--- config.mk ---
export PLATFORM = sky130hd
export DESIGN_NAME = rr_stream_mux
export DESIGN_NICKNAME = d
export VERILOG_FILES = /design/src/rtl/rr_stream_mux_pkg.sv /design/src/rtl/rr_stream_mux_arbiter.sv /design/src/rtl/rr_stream_mux.sv
export SDC_FILE = /design/constraint.sdc
export NUM_CORES = 1
export LEC_CHECK = 0
export ABC_AREA = 1
export BUFFER_PORTS_ARGS = -buffer_cell sky130_fd_sc_hd__buf_2
export CORE_ASPECT_RATIO = 1.4
export CORE_MARGIN = 2
export CORE_UTILIZATION = 45
export CTS_BUF_LIST = sky130_fd_sc_hd__clkbuf_2
export CTS_CLUSTER_DIAMETER = 150
export DETAILED_ROUTE_END_ITERATION = 16
export MAX_ROUTING_LAYER = met4
export PLACE_DENSITY_LB_ADDON = 0.15
export SYNTH_ARGS = -nofsm -noshare
export SYNTH_HDL_FRONTEND = slang
export SYNTH_SLANG_ARGS = --single-unit
--- constraint.sdc ---
create_clock -name clk -period 2 [get_ports clk]
set_input_delay 0 -clock clk [delete_from_list [all_inputs] [get_ports clk]]
set_output_delay 0 -clock clk [all_outputs]
set_load 0.1 [all_outputs]
--- src/rtl/rr_stream_mux_pkg.sv ---
// rr_stream_mux_pkg
//   Shared helpers for the round-robin stream multiplexer.
//   next_ptr(g, n): the round-robin pointer value that follows a grant to
//   channel g in an n-channel mux. It wraps from n-1 back to 0.
//   Configuration macro RR_STREAM_MUX_FIXED_PRIO_EN is not used here. Only
//   rr_arbiter tests it.
package rr_stream_mux_pkg;

  // After channel g wins, the search starts at the channel just after g.
  // The last channel wraps back to channel 0, so N_CH need not be a power of two.
  function automatic int next_ptr(input int g, input int n);
    int nxt;
    nxt = g + 1;
    if (nxt >= n) begin
      nxt = 0;
    end
    return nxt;
  endfunction

endpackage

--- src/rtl/rr_stream_mux_arbiter.sv ---
// rr_arbiter
//   Purely combinational grant logic for rr_stream_mux.
//   Ports:
//     req        in  N_CH   per-channel request (in_valid)
//     ptr        in  SEL_W  channel that has the highest priority this cycle
//     gnt_onehot out N_CH   one-hot grant, all zero when nothing requests
//     gnt_idx    out SEL_W  index of the granted channel (0 when none)
//     gnt_any    out 1      some channel is granted
//   Configuration:
//     RR_STREAM_MUX_FIXED_PRIO_EN defined   -> fixed priority, lowest index
//                                              wins and ptr is ignored
//     RR_STREAM_MUX_FIXED_PRIO_EN undefined -> round-robin scan starting at
//                                              ptr (default)
module rr_arbiter #(
  parameter int N_CH  = 4,
  parameter int SEL_W = $clog2(N_CH)
) (
  input  logic [N_CH-1:0]  req,
  input  logic [SEL_W-1:0] ptr,
  output logic [N_CH-1:0]  gnt_onehot,
  output logic [SEL_W-1:0] gnt_idx,
  output logic             gnt_any
);

`ifdef RR_STREAM_MUX_FIXED_PRIO_EN
  // ptr has no meaning in fixed-priority mode. It is kept on the port so
  // that the top level stays identical in both builds.
  logic unused_ptr;
  assign unused_ptr = ^ptr;
`endif

  // Scan the channels in priority order and keep only the first requester.
  // The modulo keeps idx inside 0..N_CH-1, including when N_CH is not a
  // power of two.
  always_comb begin
    logic [SEL_W-1:0] idx;
    gnt_onehot = '0;
    gnt_idx    = '0;
    gnt_any    = 1'b0;
    idx        = '0;
    for (int k = 0; k < N_CH; k++) begin
`ifdef RR_STREAM_MUX_FIXED_PRIO_EN
      idx = SEL_W'(k);
`else
      idx = SEL_W'((int'(ptr) + k) % N_CH);
`endif
      if (!gnt_any && req[idx]) begin
        gnt_onehot[idx] = 1'b1;
        gnt_idx         = idx;
        gnt_any         = 1'b1;
      end
    end
  end

endmodule

--- src/rtl/rr_stream_mux.sv ---
// rr_stream_mux
//   Merges N_CH valid/ready producer streams into one registered consumer
//   stream. Channels are selected round-robin. The mux never drops or
//   duplicates a beat, except that reset discards the beat held in the
//   output register.
//   Ports:
//     clk, rst   rising-edge clock. rst is an asynchronous, active-high reset.
//     in_valid   per-channel valid (N_CH)
//     in_data    channel i data at bits [i*W +: W]
//     in_ready   per-channel ready. It is combinational and at most one bit is high.
//     out_valid  registered output valid
//     out_data   registered output data (W)
//     out_sel    registered index of the channel that produced out_data
//     out_ready  consumer ready
//   Configuration: RR_STREAM_MUX_FIXED_PRIO_EN selects fixed priority
//   (lowest index wins) inside rr_arbiter. When it is undefined, the mux is
//   round-robin.
module rr_stream_mux #(
  parameter  int N_CH  = 4,
  parameter  int W     = 8,
  localparam int SEL_W = $clog2(N_CH)
) (
  input  logic              clk,
  input  logic              rst,
  input  logic [N_CH-1:0]   in_valid,
  input  logic [N_CH*W-1:0] in_data,
  output logic [N_CH-1:0]   in_ready,
  output logic              out_valid,
  output logic [W-1:0]      out_data,
  output logic [SEL_W-1:0]  out_sel,
  input  logic              out_ready
);

  import rr_stream_mux_pkg::*;

  logic [SEL_W-1:0] ptr;
  logic [N_CH-1:0]  gnt_onehot;
  logic [SEL_W-1:0] gnt_idx;
  logic             gnt_any;
  logic             load;
  logic [W-1:0]     sel_data;

  rr_arbiter #(
    .N_CH  (N_CH),
    .SEL_W (SEL_W)
  ) u_arbiter (
    .req        (in_valid),
    .ptr        (ptr),
    .gnt_onehot (gnt_onehot),
    .gnt_idx    (gnt_idx),
    .gnt_any    (gnt_any)
  );

  // The output register can accept a new beat when it is empty, or when the
  // consumer takes the current beat in this same cycle. The second case lets
  // a refill happen with no bubble.
  assign load = !out_valid || out_ready;

  // The grant is gated by rst. During reset out_valid is 0, so load is 1,
  // and without the gate a producer could see ready while the register is
  // held in reset.
  assign in_ready = (load && !rst) ? gnt_onehot : '0;

  // Select the granted channel's data. The one-hot grant gives at most one
  // match, and the result is zero when nothing is granted.
  always_comb begin
    sel_data = '0;
    for (int i = 0; i < N_CH; i++) begin
      if (gnt_onehot[i]) begin
        sel_data = in_data[i*W +: W];
      end
    end
  end

  // Output register and round-robin pointer.
  // When load is 1 and nothing is valid, the register empties and ptr holds.
  // The pointer moves only when a beat is accepted, so backpressure cannot
  // skip a channel.
  always_ff @(posedge clk or posedge rst) begin
    if (rst) begin
      out_valid <= 1'b0;
      out_data  <= '0;
      out_sel   <= '0;
      ptr       <= '0;
    end else if (load) begin
      if (gnt_any) begin
        out_valid <= 1'b1;
        out_data  <= sel_data;
        out_sel   <= gnt_idx;
        ptr       <= SEL_W'(next_ptr(int'(gnt_idx), N_CH));
      end else begin
        out_valid <= 1'b0;
      end
    end
  end

endmodule

== After elaboration in Yosys (flattened, before gate mapping) ==
Cells that the tools add are included.

* Register bits: 13
* Input bits: 39
* Output and inout bits: 15
* Word-level logic and storage cells: 70

* $add $sub $neg: 4
* $lt $le $gt $ge: 9
* Mux-type cells: 35
* Bitwise gates (word level): 3
* Reduce and logical (&&, ||, !) cells: 15

{| class="wikitable"
|+ Operator list
! operator !! count
|-
| $mux 8 || 4
|-
| $mux 4 || 5
|-
| $mux 1 || 13
|-
| $lt 2x3->1 const B || 4
|-
| $or 4x4->4 || 3
|-
| $mux 2 || 5
|-
| $bmux 1 s2 || 4
|-
| $demux 1 s2 || 4
|-
| $ge 2x1->1 const B || 4
|-
| $logic_and 1x1->1 || 8
|-
| $logic_not 1->1 || 5
|-
| $add 2x2->2 const B || 2
|-
| $add 2x1->3 const B || 1
|-
| $ge 3x3->1 const B || 1
|-
| $add 2x1->2 const B || 1
|-
| $reduce_and 2->1 || 1
|-
| $logic_or 1x1->1 || 1
|}

== Longest topological paths before layout ==
* Depth in word-level cells: 16
* Depth in mapped cells: 15
* Gate-level depth less buffers: 13

== Modules after synthesis ==
From an unflattened synthesis, not the netlist that was laid out.

* Cells, all modules: 207
* Area, all modules: 1300.0 µm²

{| class="wikitable"
|+ Modules (own cells, without submodules)
! module !! times used !! cells each !! area each (µm²) !! sequential area each (µm²)
|-
| rr_stream_mux || 1 || 133 || 859.6 || 325.3
|-
| rr_arbiter || 1 || 74 || 440.4 || 0.0
|}

== Worst setup path before layout ==
No wires, ideal clock.

* Path type: flip-flop to output port
* Start point: reg (tool-made name)
* End point: out in_ready[3]
* Data arrival time: 2.459 ns
* Required time: 2.000 ns
* Setup slack: -0.459 ns
* Stages on the path, launching flop included: 14
* Buffers on the path: 2
* Path through: dfrtp_1 buf_6 inv_4 ha_1 inv_1 nand3_1 nand2_2 nand3_1 nor2_4 nand2_2 nand4_4 buf_4 nand2_1 inv_1

{| class="wikitable"
|+ RTL lines
! item !! line !! RTL
|-
| to (decl) || rr_stream_mux.sv:27 || <nowiki>output logic [N_CH-1:0] in_ready,</nowiki>
|}

==> flow_summary.yaml <==
finish:
  fillers: 241
  drive_above_1_share_pct: 57.2
  syn_to_final_growth_pct: 56.3
  num_antenna_cells: 0
  layoutNonFillerInstCount: 308
  fin_nets: 318
logic_synthesis:
  syn_area_sq_um: 1390
  syn_area_per_cell_sq_um: 7.26
  postSynthCellCount: 192
  yosysWarnings: 0
  ys_ff_latch: 13
  synth.top_cells.by_area: "dfrtp_1 (23%), nand2_1 (12%), a21oi_1 (9.0%)"
  synth_nets: 238
  synth.yosys.seq_area_share_pct: 23.3
  ys_types: 30
  netlist.area_leader.share_pct: 23.3
  yosysTopAreaCell: "dfrtp_1"
timing:
  setup_violations: 12
  post-route-period-util_pct: 106
  worst_pin_slew_ns: 0.610
  rsz0062_at_grt: "true"
  hold_viol: 0
  fin_skew_ns: 0.00667
  holdWs_ns: 0.0139
  max_slew_margin_pct: 59.2
  slew_viol_final: 0
  period_needed_ns: 2.11
  max_clock_freq_ghz: 0.474
  fin_ws_ns: -0.110
cts:
  cts.sinks: 13
  cts_buffers: 3
  cts_tree: "yes"
  htree_num_levels: 1
  clkLatencyLatePin_ns: 0.27
  root_buffer: "clkbuf_2"
  clk_pin_slew_ns: 0.13
  max-clock-path-buffers: 2
global_routing:
  grt_max_degree: 17
  grt_antenna_before_repair: 0
  overflow: 0
  grt_pass1_vias: 1494
  grt_pass1_wl_um: 6620
  grt_usage_pct: 24.6
setup_path:
  arrival_ns: 2.11
  critPathRequiredTime_ns: 2.00
  endpoint_kind: "primary output"
  cp_max_fo: 5
  start_kind: "flop"
  crit_type: "reg -> out"
die:
  io_pins: 54
  rows: 23
  dieWidth_um: 51.0
  core_sq_um: 2910
  die_area_sq_um: 3560
  die_y_um: 69.9
  floorplan.initialDensity_pct: 48.0
route:
  dr.pass1.iters: 4
  drc: 0
  routed_wl_um: 4330
  drtAntennaViolNets: 0
  via_count: 1607
  drt_iter0_markers: 33
  viasPerCell: 5.22
  wl_per_cell_um: 14.1
outcome:
  violations: "negative setup slack"
  status: "finished with violations"
placed_design:
  place.gp.congestion: 0.869
  post-place-cells: 288
  place.detailed.hpwl_um: 3170
  port-buffer-count: 53
run:
  maxCapViolCount: 0
worst_hold_path:
  hp-class: "in -> reg"
==> kinds of logic after synthesis <==
kind of cell / count (synthesis) / synth area share (%)
XOR/XNOR: 1 / 0.628
flip-flops: 13 / 23.3
AND/OR/NAND/NOR: 100 / 40.7
AO/OA/AOI/OAI: 43 / 19.7
buffers and inverters: 28 / 9.43
adder cells (fa/ha/maj): 7 / 6.28
==> worst paths after layout <==
path | start | end | slack [ns] | cells after the start
worst min-delay path | in_data[31] | out_data[7]$_DFFE_PP0P_ | 0.01 | 3
worst min register to register | out_sel[0]$_DFFE_PP0P_ | out_sel[0]$_DFFE_PP0P_ | 0.49 | 2
max in group asynchronous | rst | ptr[1]$_DFFE_PP0P_ | 1.31 | 3
min in group asynchronous | rst | out_data[7]$_DFFE_PP0P_ | 0.31 | 3
worst max register to register | flop | out_data[6]$_DFFE_PP0P_ | -0.09 | 13
worst max-delay path | flop | in_ready[2] | -0.11 | 13
==> routing by layer <==
| layer | vias to the layer above | routed length (um) | GRT usage, % |
|---|---|---|---|
| met4 | 0 | 57 | 5.41 |
| met2 | 67 | 2470 | 46.8 |
| li1 | 793 | - | - |
| met3 | 6 | 253 | 2.14 |
| met1 | 741 | 1550 | 26.6 |
| met5 | - | 0 | - |
==> flip-flops by register name, summed over array words and instances, names as in the netlist, named ones only <==
name / cells
out_data: 8
out_sel: 2
out_valid: 1
ptr: 1
==> per-stage QoR <==
| step | cell area [sq um] | util (%) | setup slack [ns] | TNS, ns |
|---|---|---|---|---|
| after floorplan | 1470 | - | -0.0245 | -0.0284 |
| after global placement | 1890 | 65.0 | -0.0661 | -0.309 |
| after detailed placement | 1890 | 65.0 | -0.112 | -0.851 |
| after CTS | 2090 | 71.8 | -0.127 | -0.916 |
| after global routing | 2180 | 74.9 | -0.226 | -2.34 |
| final | 2180 | 74.9 | -0.110 | -0.936 |
==> worst max-delay path: stages (launching register included) <==
cell        delay [ns]
dfrtp_2           0.49
inv_8             0.08
ha_4              0.22
inv_4             0.08
nand3_4           0.06
nand2_4           0.09
nor2_4            0.05
buf_6             0.11
a21boi_4          0.14
nand3_4           0.09
buf_6             0.12
nand2_4           0.05
clkinvlp_4        0.09
buf_12            0.17
==> cell type report <==
class,instances,area (sq um),area share [%]
Inverter,23,124,5.69
Timing Repair Buffer,80,571,26.2
Clock buffer,4,20.0,0.919
Multi-Input combinational cell,151,1090,50.0
Sequential cell,13,328,15.0
Tap cell,37,46.3,2.13
==> cells in the final DEF (no fill, tap or decap), drive strengths merged <==
cell         instances
a21boi               3
a21oi               34
nor2                14
inv                 18
dlygate4sd3          1
dfrtp               13
clkbuf               4
xor2                 1
o211ai               2
ha                   7
nand3               19
nand3b               1
a31oi                1
clkinvlp             4
nand4                6
clkinv               1
nand2               60
buf                 79
o21ai                3
==> cell usage after synthesis <==
cell,n
a21boi_0,2
a21boi_4,1
a21oi_1,25
a21oi_2,9
a31oi_1,1
buf_2,2
buf_4,1
buf_6,2
dfrtp_1,13
ha_1,7
inv_1,20
inv_2,1
inv_4,2
nand2_1,46
nand2_2,12
nand2_4,1
nand2_8,1
nand3_1,15
nand3_2,1
nand3_4,3
nand3b_1,1
nand4_1,4
nand4_2,1
nand4_4,1
nor2_1,11
nor2_4,2
nor2_8,1
o211ai_1,2
o21ai_0,3
xor2_1,1
==> timing repair <==
action                                  4_1_cts  5_1_grt
endpoints found under the hold margin        13        0
gates resized for setup                      14       24
setup buffers                                14        1
hold buffers                                  1        0
endpoints found under the setup margin       13       14
gates cloned                                  0        0
pin swaps                                    12       18
Power is left out: the tool's default activity adds up to more than one toggle a clock period on the data nets, which glitch-free logic cannot reach.
